### config.mk
export PLATFORM = sky130hd
export DESIGN_NAME = inst_fetch_unit_flat
export DESIGN_NICKNAME = d
export VERILOG_FILES = /design/src/rtl/cpu_defs_pkg.sv /design/src/rtl/inst_fetch_unit_if.sv /design/src/rtl/pc_register.sv /design/src/rtl/inst_fetch_unit.sv /design/src/flat_wrapper.sv
export SDC_FILE = /design/constraint.sdc
export NUM_CORES = 1
export LEC_CHECK = 0
export CORE_MARGIN = 5
export CORE_UTILIZATION = 45
export CTS_CLUSTER_DIAMETER = 200
export DETAILED_ROUTE_END_ITERATION = 8
export PLACE_DENSITY = 0.8
export SETUP_SLACK_MARGIN = 0.05
export SYNTH_ARGS = -nofsm -noshare
export SYNTH_HDL_FRONTEND = slang
export SYNTH_SLANG_ARGS = --single-unit
### constraint.sdc
create_clock -name clk -period 5 [get_ports clk]
set_input_delay 0.75 -clock clk [delete_from_list [all_inputs] [get_ports clk]]
set_output_delay 0.75 -clock clk [all_outputs]
set_load 0.01 [all_outputs]
### src/rtl/cpu_defs_pkg.sv
// rtl/cpu_defs_pkg.sv - shared CPU constants and fetch state encoding
package cpu_defs_pkg;

    localparam int unsigned INST_W = 32;
    localparam int unsigned PC_W   = 8;

    // Encoding that stops the CPU; InstMem word 0 holds it so a stray jump to 0 halts.
    localparam logic [INST_W-1:0] HALT_WORD = 32'hFFFF_FFFF;

    typedef enum logic [1:0] {
        IDLE = 2'd0,
        HOLD = 2'd1,
        HALT = 2'd2
    } fetch_state_t;

endpackage

### src/rtl/inst_fetch_unit_if.sv
// rtl/inst_fetch_unit_if.sv - control/InstMem side bus of the fetch unit
interface inst_fetch_unit_if #(
    parameter int unsigned ADDR_W = cpu_defs_pkg::PC_W
) ();
    import cpu_defs_pkg::*;

    logic                fetch_req;
    logic                pc_load;
    logic [ADDR_W-1:0]   pc_load_val;
    logic [ADDR_W-1:0]   imem_addr;
    logic [INST_W-1:0]   imem_data;
    logic [INST_W-1:0]   ir;
    logic                ir_valid;
    logic [ADDR_W-1:0]   pc;
    logic                halted;
    logic                addr_err;
    logic [15:0]         inst_count;

    // Control FSM and InstMem side
    modport master (
        output fetch_req, pc_load, pc_load_val, imem_data,
        input  imem_addr, ir, ir_valid, pc, halted, addr_err, inst_count
    );

    // Fetch unit side
    modport slave (
        input  fetch_req, pc_load, pc_load_val, imem_data,
        output imem_addr, ir, ir_valid, pc, halted, addr_err, inst_count
    );

endinterface

### src/rtl/pc_register.sv
// rtl/pc_register.sv - program counter with load/increment mux and fetch-address bypass
module pc_register #(
    parameter int unsigned       ADDR_W   = 8,
    parameter logic [ADDR_W-1:0] RESET_PC = ADDR_W'(1)
) (
    input  logic              clk,
    input  logic              rst_n,
    input  logic              i_load,
    input  logic [ADDR_W-1:0] i_load_val,
    input  logic              i_inc,
    input  logic              i_load_en,
    output logic [ADDR_W-1:0] o_fa,
    output logic [ADDR_W-1:0] o_pc
);

    logic [ADDR_W-1:0] r_pc;

    // A taken branch/jump redirects the very fetch issued in the same cycle.
    assign o_fa = i_load ? i_load_val : r_pc;
    assign o_pc = r_pc;

    // Fetch advances past the effective address (wraps naturally); bare load just retargets.
    always_ff @(posedge clk or negedge rst_n) begin
        if (!rst_n) begin
            r_pc <= RESET_PC;
        end else if (i_inc) begin
            r_pc <= o_fa + ADDR_W'(1);
        end else if (i_load_en) begin
            r_pc <= i_load_val;
        end
    end

endmodule

### src/rtl/inst_fetch_unit.sv
// rtl/inst_fetch_unit.sv - fetch stage: PC, InstMem addressing, IR latch, halt detection
module inst_fetch_unit
    import cpu_defs_pkg::*;
#(
    parameter int unsigned       ADDR_W    = PC_W,
    parameter int unsigned       MEM_DEPTH = 64,
    parameter logic [ADDR_W-1:0] RESET_PC  = ADDR_W'(1),
    parameter logic [INST_W-1:0] HALT_WORD = cpu_defs_pkg::HALT_WORD
) (
    input  logic               clk,
    input  logic               rst_n,
    inst_fetch_unit_if.slave   bus
);

    fetch_state_t      r_state;
    fetch_state_t      w_state_nxt;
    logic [ADDR_W-1:0] w_fa;
    logic [ADDR_W-1:0] w_pc;
    logic [INST_W-1:0] r_ir;
    logic              r_addr_err;
    logic [15:0]       r_inst_count;
    logic              w_active;
    logic              w_in_range;
    logic              w_is_halt;
    logic              w_fetch_ok;
    logic              w_fetch_oor;
    logic              w_pc_load;

    // Once halted nothing but reset may change state, so every update is gated by w_active.
    assign w_active    = (r_state != HALT);
    assign w_in_range  = (32'(w_fa) < MEM_DEPTH);
    assign w_is_halt   = (bus.imem_data == HALT_WORD);
    assign w_fetch_ok  = w_active && bus.fetch_req && w_in_range;
    assign w_fetch_oor = w_active && bus.fetch_req && !w_in_range;
    assign w_pc_load   = w_active && bus.pc_load && !bus.fetch_req;

    pc_register #(
        .ADDR_W   (ADDR_W),
        .RESET_PC (RESET_PC)
    ) u_pc_register (
        .clk        (clk),
        .rst_n      (rst_n),
        .i_load     (bus.pc_load),
        .i_load_val (bus.pc_load_val),
        .i_inc      (w_fetch_ok),
        .i_load_en  (w_pc_load),
        .o_fa       (w_fa),
        .o_pc       (w_pc)
    );

    assign bus.imem_addr  = w_fa;
    assign bus.pc         = w_pc;
    assign bus.ir         = r_ir;
    assign bus.addr_err   = r_addr_err;
    assign bus.inst_count = r_inst_count;

    // State register
    always_ff @(posedge clk or negedge rst_n) begin
        if (!rst_n) begin
            r_state <= IDLE;
        end else begin
            r_state <= w_state_nxt;
        end
    end

    // Next state: any fetch leaves IDLE/HOLD; halt word or bad address parks in HALT
    always_comb begin
        w_state_nxt = r_state;
        if (w_fetch_oor || (w_fetch_ok && w_is_halt)) begin
            w_state_nxt = HALT;
        end else if (w_fetch_ok) begin
            w_state_nxt = HOLD;
        end
    end

    // Outputs decoded from state: HOLD means IR is a live instruction, HALT is sticky
    always_comb begin
        bus.ir_valid = (r_state == HOLD);
        bus.halted   = (r_state == HALT);
    end

    // IR captures every in-range fetch, the halt word included
    always_ff @(posedge clk or negedge rst_n) begin
        if (!rst_n) begin
            r_ir <= '0;
        end else if (w_fetch_ok) begin
            r_ir <= bus.imem_data;
        end
    end

    // Sticky flag for a fetch past the populated InstMem
    always_ff @(posedge clk or negedge rst_n) begin
        if (!rst_n) begin
            r_addr_err <= 1'b0;
        end else if (w_fetch_oor) begin
            r_addr_err <= 1'b1;
        end
    end

    // Saturating count of useful (non-halt) fetches
    always_ff @(posedge clk or negedge rst_n) begin
        if (!rst_n) begin
            r_inst_count <= '0;
        end else if (w_fetch_ok && !w_is_halt && (r_inst_count != 16'hFFFF)) begin
            r_inst_count <= r_inst_count + 16'd1;
        end
    end

endmodule

### src/flat_wrapper.sv
// flat-port wrapper written by rule: the top's interface ports become plain ports
module inst_fetch_unit_flat import cpu_defs_pkg::*;
#(
    parameter int unsigned       ADDR_W    = PC_W,
    parameter int unsigned       MEM_DEPTH = 64,
    parameter logic [ADDR_W-1:0] RESET_PC  = ADDR_W'(1),
    parameter logic [INST_W-1:0] HALT_WORD = cpu_defs_pkg::HALT_WORD
)
  (clk, rst_n, bus_fetch_req, bus_pc_load, bus_pc_load_val, bus_imem_data, bus_imem_addr, bus_ir, bus_ir_valid, bus_pc, bus_halted, bus_addr_err, bus_inst_count);
  inst_fetch_unit_if #(.ADDR_W(ADDR_W)) bus_i ();
  input  logic clk;
  input  logic rst_n;
  input wire logic [$bits(bus_i.fetch_req)-1:0] bus_fetch_req;
  input wire logic [$bits(bus_i.pc_load)-1:0] bus_pc_load;
  input wire logic [$bits(bus_i.pc_load_val)-1:0] bus_pc_load_val;
  input wire logic [$bits(bus_i.imem_data)-1:0] bus_imem_data;
  output wire logic [$bits(bus_i.imem_addr)-1:0] bus_imem_addr;
  output wire logic [$bits(bus_i.ir)-1:0] bus_ir;
  output wire logic [$bits(bus_i.ir_valid)-1:0] bus_ir_valid;
  output wire logic [$bits(bus_i.pc)-1:0] bus_pc;
  output wire logic [$bits(bus_i.halted)-1:0] bus_halted;
  output wire logic [$bits(bus_i.addr_err)-1:0] bus_addr_err;
  output wire logic [$bits(bus_i.inst_count)-1:0] bus_inst_count;
  assign bus_i.fetch_req = bus_fetch_req;
  assign bus_i.pc_load = bus_pc_load;
  assign bus_i.pc_load_val = bus_pc_load_val;
  assign bus_i.imem_data = bus_imem_data;
  assign bus_imem_addr = bus_i.imem_addr;
  assign bus_ir = bus_i.ir;
  assign bus_ir_valid = bus_i.ir_valid;
  assign bus_pc = bus_i.pc;
  assign bus_halted = bus_i.halted;
  assign bus_addr_err = bus_i.addr_err;
  assign bus_inst_count = bus_i.inst_count;
  inst_fetch_unit #(.ADDR_W(ADDR_W), .MEM_DEPTH(MEM_DEPTH), .RESET_PC(RESET_PC), .HALT_WORD(HALT_WORD)) u_core (.clk(clk), .rst_n(rst_n), .bus(bus_i));
endmodule
Word level (Yosys, flattened, before mapping)
Index checks and enable logic that the tools add are counted.
{"block": "classes", "addsub": 2, "n_lt_le_gt_ge": 1, "eq_ne": 5, "mux": 5, "n_reduce_logical": 14}
{"op": "32-bit equality test, second input constant", "count": 1}
{"op": "8-bit two-way mux", "count": 3}
{"op": "16-bit by 1-bit adder with 16-bit output, second input constant", "count": 1}
{"op": "16-bit inequality test, second input constant", "count": 1}
{"op": "8-bit by 1-bit adder with 8-bit output, second input constant", "count": 1}
{"op": "1-bit logical AND", "count": 8}
{"op": "8-bit by 7-bit less-than comparator with 1-bit output, second input constant", "count": 1}
{"op": "2-bit two-way mux", "count": 2}
{"op": "2-bit nonzero test", "count": 2}
{"op": "1-bit logical NOT", "count": 3}
{"op": "2-bit by 1-bit equality test with 1-bit output, second input constant", "count": 1}
{"op": "2-bit equality test, second input constant", "count": 1}
{"op": "2-bit inequality test, second input constant", "count": 1}
{"op": "1-bit logical OR", "count": 1}
{"block": "word_totals", "reg_bits": 59, "inputBits": 44, "out_inout_bits": 67, "wordCells": 32}

Logic depth before layout (Yosys ltp)
Gate-level depths: netlist of run 1.
{"block": "logic_depth", "word_depth": 6, "depth_mapped": 8}

By module
A second synthesis of run 1 with hierarchy kept.
{"block": "unflattened", "cells_unflattened": 225, "hier_area_um2": 2802.7}
{"mod": "inst_fetch_unit", "n_inst": 1, "cells_each": 160, "area_each_um2": 2168.3, "seq_area_each_um2": 1276.2}
{"mod": "pc_register", "n_inst": 1, "cells_each": 65, "area_each_um2": 634.4, "seq_area_each_um2": 201.4}

Worst setup path after synthesis of run 1
Ideal clock, no wire load.
{"block": "synth_timing", "path_type": "in2reg", "from": "input port bus_pc_load", "to": "register u_core.r_inst_count[14] (netlist: u_core.bus.inst_count[14])", "arrival_ps": 2007, "t_required_ps": 4872, "setup_slack_ps": 2866, "stages": 7, "path_buffers": 2, "path_cell_list": "buf_6 buf_6 nor3_4 o211ai_4 a21oi_4 nand4_1 mux2_1"}
{"block": "synth_via", "elab_chain_len": 5}
{"element": "start, declared", "line_no": "flat_wrapper.sv:14", "rtl": "input wire logic [$bits(bus_i.pc_load)-1:0] bus_pc_load;"}
{"element": "8-bit two-way mux", "line_no": "pc_register.sv:19", "rtl": "assign o_fa = i_load ? i_load_val : r_pc;"}
{"element": "8-bit by 7-bit less-than comparator with 1-bit output", "line_no": "inst_fetch_unit.sv:31", "rtl": "assign w_in_range = (32'(w_fa) < MEM_DEPTH);"}
{"element": "1-bit logical AND", "line_no": "inst_fetch_unit.sv:33", "rtl": "assign w_fetch_ok = w_active && bus.fetch_req && w_in_range;"}
{"element": "1-bit logical AND (2 in series)", "line_no": "inst_fetch_unit.sv:104", "rtl": "end else if (w_fetch_ok && !w_is_halt && (r_inst_count != 16'hFFFF)) begin"}
{"element": "end signal, assigned", "line_no": "inst_fetch_unit.sv:105", "rtl": "r_inst_count <= r_inst_count + 16'd1;"}
{"element": "end, declared", "line_no": "inst_fetch_unit.sv:21", "rtl": "logic [15:0] r_inst_count;"}
No other way between the ends.
A chain may end at the register's enable or synchronous reset.

Worst setup path in the final report of run 1
{"block": "layout_timing", "from": "input port bus_pc_load", "to": "register u_core.r_inst_count[1] (netlist: u_core.bus.inst_count[1])"}
Same word-level chain as after synthesis.

==> results of run 1 <==
==> tightest hold or removal path: cells and delay by family, from the launching register on <==
| kind | cells | cell delay (ns) |
|---|---|---|
| AND/OR/NAND/NOR | 2 | 0.10 |
| flip-flops | 1 | 0.34 |
==> state kept, by name (all words and copies together), names as in the netlist <==
| name | flops |
|---|---|
| u_core.r_state | 2 |
| u_core.bus.addr_err | 1 |
| u_core.bus.ir | 32 |
| u_core.u_pc_register.o_pc | 8 |
| u_core.bus.inst_count | 16 |
==> power by group <==
part	switching, mW	total, mW	internal [mW]	leakage [nW]
clock network	0.178	0.422	0.244	0.0947
logic	0.302	0.743	0.441	1.01
registers	0.115	0.761	0.646	0.758
==> worst paths after layout <==
check	start	end	slack [ns]	depth (start not counted)
max	bus_pc_load	u_core.bus.inst_count[1]$_DFFE_PN0P_	1.65	6
min	u_core.bus.ir[5]$_DFFE_PN0P_	u_core.bus.ir[5]$_DFFE_PN0P_	0.47	2
max reg2reg	u_core.u_pc_register.o_pc[7]$_DFFE_PN0P_	u_core.bus.inst_count[14]$_DFFE_PN0P_	2.68	5
min reg2reg	u_core.bus.ir[5]$_DFFE_PN0P_	u_core.bus.ir[5]$_DFFE_PN0P_	0.47	2
max in group asynchronous	rst_n	u_core.bus.inst_count[6]$_DFFE_PN0P_	3.94	2
min in group asynchronous	rst_n	u_core.u_pc_register.o_pc[1]$_DFFE_PN0P_	0.56	2
==> placed cells by master, fill, tap and decap left out, types with 2 or more instances in the layout <==
cell type / netlist / layout
clkdlybuf4s50_1: 0 / 109
nand2_1: 103 / 103
dfrtp_1: 58 / 58
nand4_1: 19 / 19
xnor2_1: 14 / 14
and3_1: 11 / 11
clkbuf_8: 0 / 10
mux2_2: 9 / 9
nand3_1: 8 / 8
nor2_1: 8 / 8
inv_1: 5 / 5
o21ai_0: 4 / 4
clkbuf_1: 1 / 4
nor4_1: 3 / 3
a221o_1: 3 / 3
nand2b_1: 2 / 2
and2_1: 2 / 2
mux2i_1: 2 / 2
nor3_1: 2 / 2
a21oi_1: 2 / 2
ha_1: 2 / 2
buf_4: 0 / 2
==> metal layers <==
metal / global-route usage, % / up-vias / share of wire, %
li1: - / 1209 / -
met1: 27.50 / 1183 / 44
met2: 31.51 / 78 / 49
met3: 2.857 / 12 / 5.7
met4: 8.929 / 0 / 2.0
met5: 0 / - / 0
==> per-stage QoR <==
stage	worst slack [ns]	instance area, um^2
global route	1.426	4118
global placement	1.389	3930
floorplan	2.866	2803
finish	1.652	4118
detailed placement	1.309	3930
CTS	1.653	4118
==> cell families (layout without fill, tap and decap cells) <==
| logic type | Yosys count | in the layout | share of synthesized area (%) |
|---|---|---|---|
| adder cells (fa/ha/maj) | 2 | 2 | 0.8927 |
| XOR/XNOR | 15 | 15 | 4.688 |
| flip-flops | 59 | 59 | 52.72 |
| AND/OR/NAND/NOR | 164 | 164 | 27.10 |
| AO/OA/AOI/OAI | 19 | 19 | 5.894 |
| multiplexers | 13 | 13 | 5.268 |
| buffers and inverters | 17 | 133 | 3.437 |
==> layout make-up <==
type | instances | area share, %
Sequential cell | 59 | 35.89
Multi-Input combinational cell | 213 | 29.84
Timing Repair Buffer | 112 | 26.98
Clock buffer | 14 | 3.707
Tap cell | 75 | 2.279
Clock inverter | 2 | 0.8508
Inverter | 5 | 0.4558
==> results.md, run 1 <==
- First-pass GRT wire length: 12,200 um
- GRT Overall Usage: 20.00%
- EDFF count, synth: 0
- Register area share after synthesis: 52.72%
- Commonest cells post-synth: 103 x nand2_1, 58 x dfrtp_1, 19 x nand4_1, 14 x xnor2_1, 11 x and3_1
- Post-CTS setup buffers: 0
- DR WL/cell: 15.57 um
- RSZ-0062 raised after global routing: false
- Req. time, crit path: 5.21 ns
- Core Util, Final: 68.73%
- Hold Path Class: flop to flop
- CP Launch Type: input pin
- Finished Layout Cells: between 400 and 500
- Distinct cells, synth: 41
- Vias per std cell: a little over 5
- I/O pin total: 111
- Relative slew margins: 22.12%
- Total number of vias: 2,482
- Peak VDD IR: 0.2800 mV
- Post-placement cell count: 464
- Worst skew pair latency: 0.32 ns
- Slew at the pin closest to its max-slew limit: 1.163 ns
- CP max stage delay: 0.88 ns
- Worst path arrival time: 3.56 ns
- Area occupied by multi-input gates: 1229 um^2
- Synth top area share: 51.79%
- Worst Path Buf+Inv: 1
- CP top delay family: compound AO/OA/AOI/OAI gates
- Hold Worst Slack: 0.4740 ns
- Clock slew at reported path FFs: 0.07 ns
- Chip Width: 88.92 um
- Total Wirelength: 7473 um
- Initial antenna violation count: 0
- Clock buffer depth: 2
- Number of buffers created by CTS: 9
- Worst-case clock skew: 0.01071 ns
- Starting Density: between 40% and 50%
- Clock sink total: just under 60
- # fillers: 490
- Post-cts sizing count: 0
- Area grow syn2layout: 46.92%
- Async S/R FF share, synth: 100.0%
- Grt ovf: 0
- Post-route ant nets: 0
- Max-slew violations: 0
- Hold_buf cts: 0
- Vias in the first global route: 2,475
- H-tree levels: 3
- Synth Flop Type: dfrtp_1
- Mapped Nets: 335
- Largest net degree at the start of global routing: 60
- Yosys warnings: 0
- Outcome: completed
- Critical path peak fanout: 44
- Row cnt: 28
- Cell Area, Synth: 2803 um^2
- Power Density: 467.7 nW/um^2
- Crit-path cells: clkdlybuf4s50_1 > nor3b_2 > o211ai_4 > a21oi_4 > nand2_1 > mux2_4
- Die extent in y: 88.92 um
- Cell taking the most area after synthesis: dfrtp_1
- Post-detail-place hpwl: 5441 um
- #FFs+latches synth: 59
- Crit path time final: 3.348 ns
- Maxcap violations: 0
- Root Driver: clkbuf_8
- DR pass1 iterations: 4
- CTS tree: built
- DRC: 0
- Layout Nets: 446
- Core area: ~6000 um^2
- Critical Path Slowest Stage Cell: clkdlybuf4s50_1
- Post-Route Setup TNS: 0 ns
- Die ar.: 7907 um^2
- Overall power: about 1.9 mW
- Critical path type: input pin to flop
- F_max: 0.2987 GHz
- Initial drt markers: 188
- Final Hold Viols: 0
- Critical Path End Type: flop
- LEAKAGE: 1.861 nW
- Post-Synthesis Cells: a little under 300
- ANT cells: 0
- IO buf count: 110
- Count of final setup violators: 0
- FF+latch area: 1478 um^2
- Tcrit/Tclk final: approximately two thirds
- Routability Congestion: around 0.79
- Largest cells by area after synthesis: dfrtp_1 52%, nand2_1 14%, xnor2_1 4.4%, nand4_1 4.2%, mux2_2 3.6%
- Mean Syn Cell Area: 9.698 um^2
- Proportion of layout cells with a drive suffix above 1: under 10%
- Most common cell in the netlist: nand2_1
No activity file was read; power rests on OpenSTA's default activity.
==> inputs of run 2 (changes only) <==
--- a/config.mk
+++ b/config.mk
@@ -6,10 +6,10 @@
 export NUM_CORES = 1
 export LEC_CHECK = 0
 export CORE_MARGIN = 5
-export CORE_UTILIZATION = 45
+export CORE_UTILIZATION = 39
 export CTS_CLUSTER_DIAMETER = 200
 export DETAILED_ROUTE_END_ITERATION = 8
-export PLACE_DENSITY = 0.8
+export PLACE_DENSITY = 0.73
 export SETUP_SLACK_MARGIN = 0.05
 export SYNTH_ARGS = -nofsm -noshare
 export SYNTH_HDL_FRONTEND = slang
==> constraint.sdc (replaced) <==
create_clock -name clk -period 2.9 [get_ports clk]
set_input_delay 0.435 -clock clk [delete_from_list [all_inputs] [get_ports clk]]
set_output_delay 0.435 -clock clk [all_outputs]
set_load 0.01 [all_outputs]
==> results.md, run 2 (synthesized netlist as in run 1, its figures left out) <==
- Total number of vias: 2,473
- RSZ-0062 raised after global routing: false
- Die ar.: around 9000 um^2
- CP Depth: 4
- ANT cells: 0
- Reg2reg end: u_core.bus.inst_count[1]$_DFFE_PN0P_
- Crit-path cells: clkdlybuf4s50_1 > buf_4 > mux2_2 > clkdlybuf4s50_1
- Post-cts sizing count: 0
- Total Wirelength: 7445 um
- Most frequent cells in the layout: 109 x clkdlybuf4s50_1, 103 x nand2_1, 58 x dfrtp_1, 19 x nand4_1, 14 x xnor2_1
- GRT Overall Usage: 17.81%
- IO buf count: 110
- DR WL/cell: 14.57 um
- Worst-case clock skew: 0.007352 ns
- Area grow syn2layout: 49.38%
- Row cnt: 31
- Outcome: completed
- Initial drt markers: 51
- Grt ovf: 0
- Post-detail-place hpwl: 5494 um
- H-tree levels: 3
- Worst setup endpoint: bus_imem_addr[4]
- Max-slew violations: 0
- Worst skew pair latency: about 0.33 ns
- Crit path from: bus_pc_load
- FF+latch area: around 1500 um^2
- Crit path time final: roughly 2.4 ns
- Register-to-register setup slack: approximately 0.8 ns
- Commonest non-fill, non-tap cell in the layout: clkdlybuf4s50_1
- I/O pin total: approximately 110
- CTS tree: built
- Final Hold Viols: 0
- DRC: 0
- Hold_buf cts: 0
- Slew at the pin closest to its max-slew limit: a little under 0.5 ns
- Critical path type: input pin to output port
- Routability Congestion: 0.8497
- Largest net degree at the start of global routing: 60
- Chip Width: 94.77 um
- F_max: 0.4103 GHz
- Tcrit/Tclk final: 84.04%
- Req. time, crit path: 2.47 ns
- First-pass GRT wire length: 12,410 um
- Post-Route Setup TNS: 0 ns
- Die extent in y: ~95 um
- Clock buffer depth: 2
- DR pass1 iterations: 4
- Root Driver: clkbuf_8
- Worst Path Buf+Inv: 3
- CP Launch Type: input pin
- Initial antenna violation count: 0
- Reg2Reg Depth: 6
- Maxcap violations: 0
- Hold Path Class: input pin to async pin
- Area occupied by multi-input gates: 1229 um^2
- Core area: 7137 um^2
- Power Density: 770.2 nW/um^2
- Post-CTS setup buffers: 0
- LEAKAGE: 1.887 nW
- Worst path arrival time: 2.00 ns
- Starting Density: 39.27%
- Critical path peak fanout: 7
- Relative slew margins: 67.55%
- R2r startpoint: u_core.bus.inst_count[1]$_DFFE_PN0P_
- Critical Path Slowest Stage Cell: clkdlybuf4s50_1
- Layout Nets: ~450
- Vias per std cell: around 4.8
- Peak VDD IR: 0.3587 mV
- Pre-CTS setup slack: 0.4224 ns
- CP max stage delay: 0.51 ns
- Proportion of layout cells with a drive suffix above 1: 9.223%
- # fillers: 656
- Clock slew at reported path FFs: approximately 0.060 ns
- Vias in the first global route: 2,527
- Count of final setup violators: 0
- CP top delay family: buffers and inverters
- Post-route ant nets: 0
- Cell mode on critical path: clkdlybuf4s50_1
- Clock sink total: just under 60
- Number of buffers created by CTS: 9
- Critical Path End Type: output port
- Max reg flops: 32
- Min setup slack post-route: between 0.4 and 0.5 ns
[run 2: power breakdown]
| group | switching [mW] | total [mW] | internal, mW |
|---|---|---|---|
| sequential | 0.192 | 1.31 | 1.11 |
| clock | 0.294 | 0.628 | 0.334 |
| combinational | 0.526 | 1.29 | 0.766 |
| total | 1.01 | 3.22 | 2.21 |
[run 2: worst reg2reg max path, stage by stage (launching register included)]
cell     delay [ns]
dfrtp_1        0.42
ha_1           0.22
nand4_1        0.12
nor3_1         0.40
nand3_2        0.29
nand2_1        0.19
mux2_4         0.32
[run 2: routing by layer]
| layer | global-route usage, % | wire length [um] | up-vias |
|---|---|---|---|
| met5 | 0 | 0 | - |
| li1 | - | - | 1226 |
| met4 | 5.409 | 64 | 0 |
| met2 | 28.71 | 3592 | 65 |
| met3 | 5.339 | 449 | 6 |
| met1 | 23.07 | 3339 | 1176 |
[run 2: layout make-up]
cell class	count	share of cell area, %
well taps	99	2.959
repair buffers	119	28.09
inverters	5	0.4483
clock buffers	15	3.736
flip-flops and latches	59	35.30
clock inverters	1	0.1195
multi-input cells	213	29.35
[run 2: how the worst min path moves through the flow]
stage,end,slack (ns),cells after the start
floorplan,u_core.bus.addr_err$_DFFE_PN0P_,0.14,0
global placement,u_core.u_pc_register.o_pc[3]$_DFFE_PN0P_,0.46,2
detailed placement,u_core.u_pc_register.o_pc[3]$_DFFE_PN0P_,0.46,2
CTS,u_core.u_pc_register.o_pc[3]$_DFFE_PN0P_,0.11,2
global route,u_core.u_pc_register.o_pc[3]$_DFFE_PN0P_,0.13,2
finish,u_core.u_pc_register.o_pc[3]$_DFFE_PN0P_,0.11,2
[run 2: per-stage QoR]
step	cell area (um^2)	util, %	power [mW]	hold WS [ns]	instances
final	4187	58.66	3.225	0.1066	511
after global placement	4025	56.40	2.599	0.4563	495
after global routing	4187	58.66	3.440	0.1269	511
after CTS	4187	58.66	3.273	0.1077	511
after detailed placement	4025	56.40	2.627	0.4608	495
after floorplan	2803	-	1.788	0.1394	289
